$ cat config.mk
export PLATFORM = sky130hd
export DESIGN_NAME = cache_mem_arbiter
export DESIGN_NICKNAME = d
export VERILOG_FILES = /design/src/rtl/cache_mem_arbiter.sv
export SDC_FILE = /design/constraint.sdc
export NUM_CORES = 1
export LEC_CHECK = 0
export BUFFER_PORTS_ARGS = -buffer_cell sky130_fd_sc_hd__buf_4
export CAP_MARGIN = 20
export CORE_AREA = 2 2 348 350
export CTS_CLUSTER_SIZE = 24
export DETAILED_ROUTE_END_ITERATION = 10
export DIE_AREA = 0 0 350 352
export PLACE_DENSITY_LB_ADDON = 0.12
export SLEW_MARGIN = 0
export SYNTH_ARGS = -nofsm -noshare
export SYNTH_HDL_FRONTEND = slang
export SYNTH_SLANG_ARGS = --single-unit
$ cat constraint.sdc
create_clock -name clk -period 3.4 [get_ports clk]
set_input_delay 0.34 -clock clk [delete_from_list [all_inputs] [get_ports clk]]
set_output_delay 0.34 -clock clk [all_outputs]
set_load 0.05 [all_outputs]
$ cat src/rtl/cache_mem_arbiter.sv
// cache_mem_arbiter: two-to-one icache/dcache arbiter onto one memory port, one transaction in flight
module cache_mem_arbiter #(
    parameter int p_data_nbits  = 128,
    parameter int p_addr_nbits  = 32,
    parameter int p_round_robin = 1
) (
    input  logic                    clk,
    input  logic                    reset,
    input  logic                    req0_val,
    output logic                    req0_rdy,
    input  logic [2:0]              req0_type,
    input  logic [p_addr_nbits-1:0] req0_addr,
    input  logic [p_data_nbits-1:0] req0_data,
    input  logic                    req1_val,
    output logic                    req1_rdy,
    input  logic [2:0]              req1_type,
    input  logic [p_addr_nbits-1:0] req1_addr,
    input  logic [p_data_nbits-1:0] req1_data,
    output logic                    resp0_val,
    input  logic                    resp0_rdy,
    output logic [2:0]              resp0_type,
    output logic [p_data_nbits-1:0] resp0_data,
    output logic                    resp1_val,
    input  logic                    resp1_rdy,
    output logic [2:0]              resp1_type,
    output logic [p_data_nbits-1:0] resp1_data,
    output logic                    memreq_val,
    input  logic                    memreq_rdy,
    output logic [2:0]              memreq_type,
    output logic [p_addr_nbits-1:0] memreq_addr,
    output logic [p_data_nbits-1:0] memreq_data,
    input  logic                    memresp_val,
    output logic                    memresp_rdy,
    input  logic [2:0]              memresp_type,
    input  logic [p_data_nbits-1:0] memresp_data,
    output logic                    owner,
    output logic                    busy
);

    typedef enum logic [1:0] {IDLE, MREQ, MWAIT, RESP} state_t;

    state_t                  state, next_state;
    logic                    last_grant, win, any_req, resp_hs;
    logic [2:0]              q_type, r_type;
    logic [p_addr_nbits-1:0] q_addr;
    logic [p_data_nbits-1:0] q_data, r_data;

    // arbitration: lone requester wins; on a tie round-robin skips last_grant, fixed mode picks port 0
    always_comb begin
        any_req = req0_val | req1_val;
        win     = (req0_val && req1_val) ? ((p_round_robin != 0) ? ~last_grant : 1'b0) : ~req0_val;
        resp_hs = owner ? resp1_rdy : resp0_rdy;
    end

    // state register
    always_ff @(posedge clk) begin
        state <= reset ? IDLE : next_state;
    end

    // next-state: the winner is always ready in IDLE, so any valid request is accepted
    always_comb begin
        next_state = (state == IDLE)  ? (any_req ? MREQ : IDLE) :
                     (state == MREQ)  ? (memreq_rdy ? MWAIT : MREQ) :
                     (state == MWAIT) ? (memresp_val ? RESP : MWAIT) :
                                        (resp_hs ? IDLE : RESP);
    end

    // outputs: handshake signals are forced low during reset, payloads come straight from latches
    always_comb begin
        req0_rdy    = !reset && state == IDLE && req0_val && !win;
        req1_rdy    = !reset && state == IDLE && req1_val && win;
        memreq_val  = !reset && state == MREQ;
        memresp_rdy = !reset && state == MWAIT;
        resp0_val   = !reset && state == RESP && !owner;
        resp1_val   = !reset && state == RESP && owner;
        busy        = state != IDLE;
        memreq_type = q_type;
        memreq_addr = q_addr;
        memreq_data = q_data;
        resp0_type  = r_type;
        resp0_data  = r_data;
        resp1_type  = r_type;
        resp1_data  = r_data;
    end

    // request and response latches plus grant bookkeeping
    always_ff @(posedge clk) begin
        if (reset) begin
            q_type     <= '0;
            q_addr     <= '0;
            q_data     <= '0;
            r_type     <= '0;
            r_data     <= '0;
            owner      <= 1'b0;
            last_grant <= 1'b1;
        end else begin
            if (state == IDLE && any_req) begin
                q_type     <= win ? req1_type : req0_type;
                q_addr     <= win ? req1_addr : req0_addr;
                q_data     <= win ? req1_data : req0_data;
                owner      <= win;
                last_grant <= win;
            end
            if (state == MWAIT && memresp_val) begin
                r_type <= memresp_type;
                r_data <= memresp_data;
            end
        end
    end

endmodule
* Word level (Yosys, flattened, before mapping)
Cells that the tools add are included. Widths: inputs -> output; s select.
Operators by class: bitwise operators 3, equality and inequality tests 3, reductions and logical operators 18, mux-type cells 12
Operator list (number):
- $mux 128 | 1
- $mux 32 | 1
- $logic_and 1x1->1 | 13
- $mux 2 | 5
- $eq 2x2->1 const B | 2
- $mux 1 | 4
- $logic_not 1->1 | 3
- $mux 3 | 1
- $eq 2x1->1 const B | 1
- $logic_not 2->1 | 1
- $not 1->1 | 2
- $reduce_bool 2->1 | 1
- $or 1x1->1 | 1
Word-level totals: bits of input ports 465, word-level logic and storage cells 44, flip-flop bits (word level) 298, output and inout bits 433

* Longest topological paths before layout
Gate-level depths: netlist of the first run.
depth after elaboration 5, mapped depth 7, depth with buffers taken out 4

* Least setup slack after synthesis of the first run
No wires, ideal clock.
path kind register to output, from reg state[1], to out req0_rdy, setup slack 867 ps, cell stages (with the launch flop) 6, arrival 2193 ps, cells stage by stage dfxtp_1 -> buf_2 -> nor2_4 -> inv_2 -> clkbuf_1 -> nor3_1
Between the ends: cells in the longest elaborated chain, start to end 4
Ends and longest elaborated chain:
- from (decl) | RTL line 42 | state_t state, next_state;
- from (signal assigned) | RTL line 57 | state <= reset ? IDLE : next_state;
- $logic_not 2->1 | RTL line 70 | req0_rdy = !reset && state == IDLE && req0_val && !win;
- $logic_and 1x1->1 (3 in a row) | RTL line 70
- to (decl) | RTL line 10 | output logic req0_rdy,
No other way between the ends.

* Worst setup path in the final report of the first run
from reg last_grant, to out req0_rdy
Between the ends: cells in the longest elaborated chain, start to end 4
Ends and longest elaborated chain:
- from (decl) | RTL line 43 | logic last_grant, win, any_req, resp_hs;
- from (signal assigned) | RTL line 102 | last_grant <= win;
- $not 1->1 | RTL line 51 | win = (req0_val && req1_val) ? ((p_round_robin != 0) ? ~last_grant : 1'b0) : ~req0_val;
- $mux 1 | RTL line 51
- $logic_not 1->1 | RTL line 70
- $logic_and 1x1->1 | RTL line 70
No other way between the ends.

==> flow_summary_export.csv, run 1 <==
group,metric,value,unit
sta,fin_crit,2.63,ns
floorplan,core.rowCount,127,
cts,cts_resized,0,
floorplan,dieArea,123000,µm²
worst_setup_path,cp-start-kind,"flop",
detailed_routing,drtIter0Drc,876,
synthesis,yosys-top-cells-area,"dfxtp_1, a21oi_1, a311oi_1",
detailed_routing,vias_per_cell,3.98,
cts,cts.path.max_buffers,3,
global_route,grt_pass1_vias,17600,
sta,tightest_slew,1.06,ns
sta,finalSetupTns,0,ns
final_layout,nFillCells,13300,
final_layout,areaGrowthSynthToFinish,81.0,%
power_and_ir_drop,peakVddDrop,0.344,mV
worst_setup_path,cp-endpoint,"req0_rdy",
worst_setup_path,crit_path_end_kind,"output pin",
placement,numPortBuffers,897,
worst_setup_path,r2r_slack,1.07,ns
cts,cts_tree,"built",
synthesis,avgSynthCellArea,8.18,µm²
synthesis,synth_area_leader_cell,"dfxtp_1",
worst_setup_path,critical_path_required,3.06,ns
floorplan,die_h,352,µm
synthesis,syn_inst,1716,
global_route,gr-total-overflow,0,
synthesis,synth.cell_area,14000,µm²
sta,period_share,0.772,
global_route,grt_max_degree,142,
worst_setup_path,r2r-start,"state[1]$_SDFF_PP0_",
worst_setup_path,crit_start,"last_grant$_SDFFE_PP1P_",
cts,htree_levels,2,
final_layout,drive_gt1_frac,0.384,
synthesis,synth.yosys.seq_area_share,0.425,
run,maxCapViolCount,0,
cts,cts_sinks,298,
power_and_ir_drop,leakagePower,10.2,nW
final_layout,nNetsFinal,3085,
detailed_routing,vias,17000,
final_layout,final_cells,4270,
cts,cts-root-buf,"clkbuf_16",
cts,numCtsBuffers,42,
sta,setup_viol_count_final,0,
detailed_routing,wl,88500,µm
detailed_routing,ant_nets,0,
hold_path,min-delay-path-class,"input port to flop",
sta,rsz0062_at_grt,"false",
sta,skew,0.0101,ns
global_route,antenna_found_initial,14,
sta,finalHoldViolCount,0,
floorplan,fp.coreArea,119000,µm²
worst_setup_path,path_max_fanout,49,
worst_setup_path,rr_worst_depth,5,
synthesis,synth_warnings,0,
placement,dp_hpwl,64600,µm
synthesis,synth.net_count,2181,
sta,fmax,381,MHz
worst_setup_path,critPathArrivalTime,2.29,ns
synthesis,ys_seq_elements,298,
placement,dpl.cell_count,3932,
global_route,gr-usage-all-layers,0.136,
synthesis,yosysUniqueCellTypes,27,
run_status,status,"complete, no violations",
worst_setup_path,path_class,"flop to output pin",
detailed_routing,drt-pass1-iter-count,5,
sta,drv_slew,0,
floorplan,io_pins,898,
placement,place_congestion,0.784,
detailed_routing,drc,0,
cts,clkTransAtPathRegs,0.06,ns
sta,slew_headroom,0.291,
worst_setup_path,rr_endpoint,"memreq_data[55]$_SDFFE_PP0P_",
global_route,grt_pass1_wl,125000,µm
floorplan,die_width,350,µm
floorplan,initial_utilization,0.118,
power_and_ir_drop,power_density,509,nW/µm²
detailed_routing,routedWlPerCell,20.7,µm
cts,clk-insertion-delay-late,0.58,ns
synthesis,synth_top_area_frac,0.425,
## report_power, final
part           internal (W)  switching, W  total, W
sequential          0.00383      0.000253   0.00408
clock               0.00282       0.00182   0.00464
combinational       0.00149       0.00271   0.00420
## sequential cells by signal (all words and copies together) (netlist names)
name,count
resp0_type,3
state,2
memreq_data,128
memreq_type,3
owner,1
memreq_addr,32
resp0_data,128
last_grant,1
## routing by layer
metal  vias up  wire length [µm]  GRT usage
li1       8009                 -          -
met1      8145             33800      0.150
met2       718             43600      0.237
met3       101              8540     0.0516
met4        10              2600     0.0450
met5         -                66          0
## worst min-delay path by stage
stage                                          start  slack [ns]                            to  cells past startpoint
final                                  req1_data[65]        0.06  memreq_data[65]$_SDFFE_PP0P_                      3
after global placement    resp0_data[1]$_SDFFE_PP0P_        0.46    resp0_data[1]$_SDFFE_PP0P_                      2
after floorplan              last_grant$_SDFFE_PP1P_        0.47       last_grant$_SDFFE_PP1P_                      2
after detailed placement  resp0_data[1]$_SDFFE_PP0P_        0.47    resp0_data[1]$_SDFFE_PP0P_                      2
after global routing                memresp_data[40]        0.03   resp0_data[40]$_SDFFE_PP0P_                      3
after CTS                              req1_data[85]       0.001  memreq_data[85]$_SDFFE_PP0P_                      3
## layout by cell type (no fill, tap or decap), types with 43 or more instances in the layout
cell type / count
o21ai_0: 119
dlygate4sd3_1: 256
buf_4: 929
a211oi_1: 164
dfxtp_1: 298
nand2_1: 263
a311oi_1: 164
o21ai_1: 45
clkbuf_16: 43
a21oi_1: 297
## kinds of logic (layout without fill, tap and decap cells)
logic type	count (synthesis)	count (layout)	share of synthesized area
compound gates	791	791	0.356
buf+inv	344	1279	0.139
flops	298	298	0.425
other cells	0	7	0
simple gates	282	282	0.0791
mux	1	1	0.000802
## timing repair
item | CTS | global route
endpoints found under the hold margin | 256 | 0
hold buffers | 256 | 0
setup buffers | 0 | 0
## Yosys cell counts
master    instances
a21oi_1         297
buf_2            85
or2_1             1
nand3b_1          2
nor2_1            4
and3b_1           1
nor3_1            3
nor3b_1           1
and2b_1           1
clkbuf_1        103
nor2_4            2
inv_1             1
o21ai_1          45
mux2_2            1
buf_1             7
nand2_1         263
o21ai_0         119
o221ai_1          1
buf_6             3
nand2b_1          3
and3_1            1
buf_4           143
o21bai_1          1
inv_2             2
a211oi_1        164
dfxtp_1         298
a311oi_1        164
## critical path, stage by stage (launching register included)
cell,delay [ns]
dfxtp_1,0.34
nand2b_4,0.59
nand2_1,0.17
nor3_1,0.32
buf_4,0.27
## final cells by class
class	count	area (µm²)	share of cell area
Timing Repair Buffer	1201	9840	0.388
Multi-Input combinational cell	1074	6130	0.241
Sequential cell	298	5970	0.235
Tap cell	1612	2020	0.0794
Clock buffer	62	1240	0.0487
Clock inverter	13	173	0.00680
Inverter	3	18.8	0.000739
Antenna cell	7	17.5	0.000690
## through the flow
stage	instance area (µm²)	power [W]	hold slack, ns	worst slack, ns	utilization
6_report	25400	0.0129	0.0583	0.774	0.213
5_1_grt	25400	0.0135	0.0250	0.506	0.213
4_1_cts	25400	0.0132	0.00112	0.621	0.213
3_5_place_dp	21400	0.00814	0.470	1.15	0.179
3_3_place_gp	21400	0.00814	0.461	1.12	0.179
2_1_floorplan	14000	0.00657	0.473	0.867	-
(Power assumes the default switching activity.)
==> run 2, diff against run 1 <==
--- a/config.mk
+++ b/config.mk
@@ -5,12 +5,13 @@
 export SDC_FILE = /design/constraint.sdc
 export NUM_CORES = 1
 export LEC_CHECK = 0
+export ABC_AREA = 1
 export BUFFER_PORTS_ARGS = -buffer_cell sky130_fd_sc_hd__buf_4
 export CAP_MARGIN = 20
-export CORE_AREA = 2 2 348 350
+export CORE_AREA = 2 2 351 353
 export CTS_CLUSTER_SIZE = 24
 export DETAILED_ROUTE_END_ITERATION = 10
-export DIE_AREA = 0 0 350 352
+export DIE_AREA = 0 0 353 355
 export PLACE_DENSITY_LB_ADDON = 0.12
 export SLEW_MARGIN = 0
 export SYNTH_ARGS = -nofsm -noshare
==> constraint.sdc (replaced) <==
create_clock -name clk -period 2.6 [get_ports clk]
set_input_delay 0.26 -clock clk [delete_from_list [all_inputs] [get_ports clk]]
set_output_delay 0.26 -clock clk [all_outputs]
set_load 0.05 [all_outputs]
==> run 2 against run 1 <==
  * Clock-buffer cell count up 7
  * Sequential power up 56%
  * Hold slack worse by 0.0077 ns
  * Non-clock buffer count up 159
  * Combinational power rose to 3.0 times the previous value
  * Routed wire length down 4.2%
  * Area after synthesis up 2.9%
  * Die area up 1.7%
==> flow_summary_export.csv, run 2 <==
group,metric,value,unit
placement,numPortBuffers,897,
worst_setup_path,path_class,"flop to flop",
global_route,antenna_found_initial,5,
synthesis,yosys-top-cells-area,"dfxtp_1, nor2_1, o21ai_0",
detailed_routing,drc,0,
final_layout,fin_area,27600,µm²
synthesis,async_flop_share,0,
hold_path,holdPathEnd,"memreq_data[50]$_SDFFE_PP0P_",
sta,setup_viol_count_final,0,
synthesis,yosysUniqueCellTypes,21,
cts,clkTransAtPathRegs,0.06,ns
power_and_ir_drop,comb_power_share,0.505,
worst_setup_path,critPathArrivalTime,2.92,ns
run_status,status,"complete, no violations",
hold_path,hold_start,"req1_data[50]",
cts,post-cts-setup-buffers,0,
synthesis,synth.cell_area,14400,µm²
detailed_routing,ant_nets,0,
power_and_ir_drop,p_switching,0.0116,W
power_and_ir_drop,peakVddDrop,0.456,mV
final_layout,layout_commonest_cell,"buf_4",
global_route,grt_pass1_wl,121000,µm
synthesis,synth_warnings,0,
sta,finalHoldViolCount,0,
detailed_routing,vias,17500,
synthesis,synth_area_leader_cell,"dfxtp_1",
worst_setup_path,rr_worst_depth,9,
final_layout,drive_gt1_frac,0.303,
cts,clk-insertion-delay-late,0.60,ns
worst_setup_path,r2r_slack,0.17,ns
worst_setup_path,path_cells,"nor2_4, inv_2, nor2_8, buf_12, buf_4, nand2_1, nor2_1, dlygate4sd3_1, nor2_1",
final_layout,fin_util,0.227,
sta,tightest_slew,0.952,ns
sta,period_share,0.935,
power_and_ir_drop,leakagePower,13.2,nW
floorplan,die_h,355,µm
hold_path,min-delay-path-class,"input port to flop",
global_route,gr-total-overflow,0,
floorplan,die_width,353,µm
global_route,grt_pass1_vias,17800,
floorplan,core.rowCount,128,
hold_path,min_path_cells,5,
power_and_ir_drop,internal_power,0.0136,W
detailed_routing,drtIter0Drc,681,
floorplan,fp.coreArea,121000,µm²
worst_setup_path,crit_slowest_cell,"dlygate4sd3_1",
power_and_ir_drop,clkPwrFrac,0.241,
detailed_routing,routedWlPerCell,17.1,µm
worst_setup_path,cp_slowest_stage_delay,0.54,ns
run,maxCapViolCount,0,
detailed_routing,wl,84800,µm
sta,rsz0062_at_grt,"false",
placement,place_congestion,0.786,
worst_setup_path,crit_path_end_kind,"flop",
final_layout,areaGrowthSynthToFinish,91.0,%
worst_setup_path,cp-start-kind,"flop",
sta,finalSetupTns,0,ns
synthesis,ys_seq_elements,298,
sta,fmax,412,MHz
cts,cts_tree,"built",
synthesis,synth_ff_type,"dfxtp_1",
synthesis,synth_common_cells,"nor2_1, inv_1, dfxtp_1",
worst_setup_path,cp_common_cell,"nor2_1",
floorplan,io_pins,898,
power_and_ir_drop,total_power,0.0252,W
synthesis,synth.net_count,2622,
detailed_routing,drt-pass1-iter-count,4,
final_layout,nNetsFinal,3747,
placement,dp_hpwl,62700,µm
floorplan,initial_utilization,0.119,
cts,htree_levels,2,
final_layout,mostFrequentLayoutCells,"buf_4, nor2_1, dlygate4sd3_1",
synthesis,synth.yosys.seq_area_share,0.413,
sta,skew,0.0211,ns
cts,cts.path.max_buffers,3,
worst_setup_path,path_max_fanout,39,
power_and_ir_drop,swShare,0.460,
sta,fin_crit,2.43,ns
synthesis,synth_edf_count,0,
synthesis,yosysMostFrequentCell,"nor2_1",
power_and_ir_drop,power_density,914,nW/µm²
worst_setup_path,rr_endpoint,"memreq_data[119]$_SDFFE_PP0P_",
global_route,gr-usage-all-layers,0.129,
global_route,grt_max_degree,155,
sta,slew_headroom,0.365,
cts,numCtsBuffers,44,
cts,cts_sinks,298,
power_and_ir_drop,pwr-share-seq,0.253,
floorplan,dieArea,125000,µm²
synthesis,syn_inst,2157,
sta,drv_slew,0,
worst_setup_path,critical_path_required,3.09,ns
cts,cts-root-buf,"clkbuf_16",
placement,placed_cell_area,21900,µm²
worst_setup_path,r2r-start,"state[1]$_SDFF_PP0_",
detailed_routing,vias_per_cell,3.54,
synthesis,avgSynthCellArea,6.70,µm²
synthesis,synth_top_area_frac,0.413,
run 2: changes by cell type in the layout (fill, tap and decap cells not counted), moves of 6 or more:
cell           delta
o21ai_0         +137
a211oi_1        -164
a311oi_1        -164
a21oi_1         -165
clkbuf_1          +6
buf_4            -10
o21ai_1           -6
nor2_1          +491
nand2_1          -86
dlygate4sd3_1   +171
nand3_1         +165
inv_1           +300
run 2: what timing repair did:
action                     CTS  global route
resized for setup            0             2
hold endpoints to repair   289             0
setup endpoints to repair    0            39
hold buffers               427             0
run 2: final cells by class:
type / instances / area, µm²
Fill cell: 13900 / 93800
Timing Repair Buffer: 1360 / 11400
Sequential cell: 298 / 5970
Multi-Input combinational cell: 1273 / 5580
Tap cell: 1625 / 2030
Clock buffer: 69 / 1300
Inverter: 305 / 1160
Clock inverter: 10 / 111
Antenna cell: 7 / 17.5
run 2: cell families (layout without fill, tap and decap cells):
logic type | Yosys count | count (layout) | share of synthesized area
AOI/OAI and AO/OA | 429 | 429 | 0.149
xor gates and xnor gates | 1 | 1 | 0.000607
buffers and inverters | 586 | 1744 | 0.202
DFF | 298 | 298 | 0.413
other | 0 | 7 | 0
and+or+nand+nor | 843 | 843 | 0.236
run 2: worst max path at each step:
stage                        startpoint                             to  slack (ns)  cells past startpoint
floorplan           state[1]$_SDFF_PP0_                    memresp_rdy        0.76                      2
global placement    state[1]$_SDFF_PP0_   memreq_data[71]$_SDFFE_PP0P_        0.65                      7
detailed placement  state[1]$_SDFF_PP0_   memreq_data[75]$_SDFFE_PP0P_        0.61                      7
CTS                 state[1]$_SDFF_PP0_   memreq_data[75]$_SDFFE_PP0P_        0.08                      8
global route        state[1]$_SDFF_PP0_   memreq_addr[15]$_SDFFE_PP0P_        0.03                      9
finish              state[1]$_SDFF_PP0_  memreq_data[119]$_SDFFE_PP0P_        0.17                      9
run 2: metrics by stage:
stage                     std cells  hold slack [ns]  setup WS, ns
after global placement         4434            0.454         0.648
after detailed placement       4434            0.458         0.614
after global routing           4942           0.0324        0.0308
final                          4947           0.0507         0.170
after CTS                      4940          0.00338        0.0803
after floorplan                2157            0.329         0.761
run 2: power by group through the flow:
stage	Combinational, W	Clock [W]	Sequential [W]
final	0.0127	0.00608	0.00638
after global routing	0.0136	0.00657	0.00652
after CTS	0.0129	0.00645	0.00641
after detailed placement	0.0116	0	0.00648
after global placement	0.0116	0	0.00650
after floorplan	0.00429	0	0.00987
run 2: worst max-delay path: cells and delay by family (launching register included):
| family | cells | cell delay (ns) |
|---|---|---|
| buffers and inverters | 4 | 1.21 |
| and+or+nand+nor | 5 | 0.67 |
| DFF | 1 | 0.41 |
run 2: per-layer routing:
metal | up-vias | share of wire | track usage
met5 | - | 0.00015 | 0
met4 | 2 | 0.028 | 0.0387
met3 | 83 | 0.082 | 0.0457
met2 | 593 | 0.49 | 0.227
met1 | 8009 | 0.40 | 0.146
li1 | 8840 | - | -
